<file path="config.mk">
export PLATFORM = sky130hd
export DESIGN_NAME = sat_counter
export DESIGN_NICKNAME = d
export VERILOG_FILES = /design/src/rtl/count_seq_checker_sat_counter.sv
export SDC_FILE = /design/constraint.sdc
export NUM_CORES = 1
export LEC_CHECK = 0
export ABC_AREA = 1
export CAP_MARGIN = 20
export CORE_AREA = 4 4 41 43
export DETAILED_ROUTE_END_ITERATION = 10
export DIE_AREA = 0 0 45 47
export PLACE_DENSITY = 0.69
export SYNTH_ARGS = -nofsm -noshare
export SYNTH_HDL_FRONTEND = slang
export SYNTH_SLANG_ARGS = --single-unit
</file>
<file path="constraint.sdc">
create_clock -name clk -period 3.5 [get_ports clk]
set_input_delay 0.7 -clock clk [delete_from_list [all_inputs] [get_ports clk]]
set_output_delay 0.7 -clock clk [all_outputs]
set_load 0.01 [all_outputs]
</file>
<file path="src/rtl/count_seq_checker_sat_counter.sv">
// Generic saturating up-counter with synchronous clear; a clear coinciding
// with an increment leaves the count at one.
module sat_counter #(
   parameter int W = 8
) (
   input  logic         clk,
   input  logic         resetn,
   input  logic         clr,
   input  logic         inc,
   output logic [W-1:0] cnt
);

   always_ff @(posedge clk) begin
      if (!resetn) begin
         cnt <= '0;
      end else if (clr) begin
         cnt <= inc ? W'(1) : '0;
      end else if (inc && (cnt != '1)) begin
         cnt <= cnt + W'(1);
      end
   end

endmodule

</file>
==> flow_summary.yaml <==
placed_design:
  portBuffers: 11
  gp_congestion: 0.831
  dpl.hpwl_um: 934
  dpl.cell_count: 101
global_route:
  grt.busiest_layer: "met2"
  grt_use_met2_pct: 22.6
  grt_pass1_vias: 535
  track_usage_pct: 15.0
  grtUsageMet3_pct: 5.36
  grt_overflow_total: 0
  grt_antenna_before_repair: 0
  grtUsageMet1_pct: 18.0
  grt_first_pass_wirelength_um: 2250
  grt_max_degree: 9
detailed_routing:
  vias: 535
  drcViolationCount: 0
  wl_um: 1220
  drtPass1Iterations: 5
  viasPerCell: 5.14
  drt-initial-drc-count: 12
  ant_nets: 0
  wire_per_inst_um: 11.7
synth:
  yosys_register_bits: 8
  synth_area_leaders: "dfxtp_1, nand2_1, nand3_1"
  yosysTopAreaCellShare_pct: 32.6
  synth_cells: 75
  yosysTopAreaCell: "dfxtp_1"
  yosysWarnings: 0
  avgSynthCellArea_um2: 6.56
  netlist_area_um2: 492
  ys_types: 18
  syn-num-nets: 80
  yosysSeqAreaShare_pct: 32.6
pwr:
  p_int_w: 0.000146
  cellLeakagePower_nw: 0.264
  combinationalPowerShare_pct: 13.7
  vdd_drop_max_mv: 0.131
  seqPwrFrac_pct: 48.3
  p_sw_w: 0.0000543
  powerDensity_mw_per_mm2: 311
  clkPwrFrac_pct: 38.0
  swShare_pct: 27.2
floorplan:
  chipHeight_um: 47
  initial_utilization_pct: 37.8
  core_area_mm2: 0.00130
  rows: 13
  die_w_um: 45
  ioPinCount: 12
  dieArea_mm2: 0.00212
job:
  maxCapViolations: 0
layout:
  layout_common_cells: "nand2_1, clkdlybuf4s50_1, nor2_1"
  drive_gt1_share_pct: 13.5
  area_growth_pct: 30.8
  layout_commonest_cell: "nand2_1"
  largest_reg_flops: 8
  antennaDiodeCount: 0
  reg_top3: "cnt: 8 flops"
  finalNonFillerCells: 104
  finalNetCount: 96
  top_register: "cnt"
clock_tree:
  cts_tree: "yes"
  cts_root_buf: "clkbuf_4"
  clkLatencyLatePin_ns: 0.27
  path_clk_slew_ns: 0.06
  cts-hold-fix-buffers: 0
  cts_made_buffers: 3
  clkSinkCount: 8
  cts.path.max_buffers: 2
  cts_resized: 0
  cts_setup_buffers: 0
  htreeDepth: 1
worst_setup_path:
  cp_top_family: "buffers and inverters"
  r2r_start: "cnt[0]$_SDFFE_PN0P_"
  r2r_slack_ns: 1.98
  crit_required_ns: 2.80
  slowest_stage: "clkdlybuf4s50_1"
  timing.critical_path.buf_inv: 1
  path_class: "reg -> out"
  critPathLaunchType: "flip-flop"
  critPathArrivalTime_ns: 1.30
  worstPathCellList: "clkdlybuf4s50_1"
  r2r-end: "cnt[0]$_SDFFE_PN0P_"
  endpoint_kind: "output port"
  crit_path_max_incr_delay_ns: 0.58
  crit_fanout: 7
  ff2ff_path_depth: 8
sta:
  maxSlewViolCount: 0
  worst_slew_pin_slew_ns: 0.280
  fmax_mhz: 501
  hold_viol: 0
  hold_slack_ns: 0.466
  setup_tns_ns: 0
  finalCriticalPeriod_ns: 2.00
  fin_crit_sh_pct: 57.0
  rsz0062_at_grt: "false"
  skew_ns: 0.00393
  finalSetupViolations: 0
  maxSlewHeadroom_pct: 81.3
worst_hold_path:
  hold-path-endpoint: "cnt[6]$_SDFFE_PN0P_"
  min_from: "cnt[6]$_SDFFE_PN0P_"
  whs_path_depth: 2
  hold_path.class: "reg -> reg"
status:
  outcome: "completed"
==> how the worst max path moves through the flow <==
stage | depth (start not counted) | startpoint | endpoint | slack (ns)
CTS | 1 | cnt[2]$_SDFFE_PN0P_ | cnt[2] | 1.51
global placement | 5 | inc | cnt[0]$_SDFFE_PN0P_ | 1.67
global route | 1 | cnt[2]$_SDFFE_PN0P_ | cnt[2] | 1.43
floorplan | 8 | cnt[0]$_SDFFE_PN0P_ | cnt[5]$_SDFFE_PN0P_ | 2.16
detailed placement | 5 | inc | cnt[0]$_SDFFE_PN0P_ | 1.61
finish | 1 | cnt[2]$_SDFFE_PN0P_ | cnt[2] | 1.50
==> layer usage <==
| metal | vias to the layer above | share of wire, % | wire [um] |
|---|---|---|---|
| li1 | 275 | - | - |
| met3 | 6 | 5.2 | 63 |
| met2 | 17 | 47 | 574 |
| met1 | 237 | 46 | 556 |
| met5 | - | 0 | 0 |
| met4 | 0 | 2.0 | 25 |
==> per-stage QoR <==
step | total power, W | area (um^2) | util [%] | worst slack (ns)
5_1_grt | 0.000211 | 643 | 49.4 | 1.43
6_report | 0.000200 | 643 | 49.4 | 1.50
4_1_cts | 0.000199 | 643 | 49.4 | 1.51
3_5_place_dp | 0.000126 | 621 | 47.7 | 1.61
3_3_place_gp | 0.000125 | 621 | 47.7 | 1.67
2_1_floorplan | 0.000112 | 492 | - | 2.16
==> kinds of logic after synthesis <==
kind of cell             share of synthesized area (%)
AO/OA/AOI/OAI                                     9.92
flip-flops                                        32.6
buffers and inverters                             7.63
adder cells (fa/ha/maj)                           2.54
AND/OR/NAND/NOR                                   47.3
==> synth_stat cells <==
| cell | count |
|---|---|
| nor2_4 | 1 |
| inv_1 | 9 |
| o21ai_1 | 1 |
| o21ai_0 | 2 |
| nand4_1 | 3 |
| a21oi_1 | 5 |
| nand2_1 | 16 |
| inv_2 | 1 |
| dfxtp_1 | 8 |
| nand2_2 | 3 |
| a21oi_2 | 1 |
| nand3_1 | 9 |
| nor2_2 | 1 |
| nand2_4 | 2 |
| nor3_1 | 1 |
| nand3b_1 | 1 |
| ha_1 | 1 |
| nor2_1 | 10 |
==> power groups by stage <==
stage | registers (W) | logic, W | clock network [W]
2_1_floorplan | 0.0000992 | 0.0000130 | 0
3_3_place_gp | 0.0000984 | 0.0000267 | 0
3_5_place_dp | 0.0000986 | 0.0000272 | 0
4_1_cts | 0.0000966 | 0.0000272 | 0.0000754
5_1_grt | 0.0000973 | 0.0000309 | 0.0000828
6_report | 0.0000965 | 0.0000274 | 0.0000760
==> cell type report <==
cell class                      instances  area [um^2]
Clock buffer                            3         22.5
Fill cell                             150          658
Inverter                               10         37.5
Multi-Input combinational cell         57          294
Sequential cell                         8          160
Tap cell                               15         18.8
Timing Repair Buffer                   11          110
Note: power is estimated with default switching activity, not from simulation.
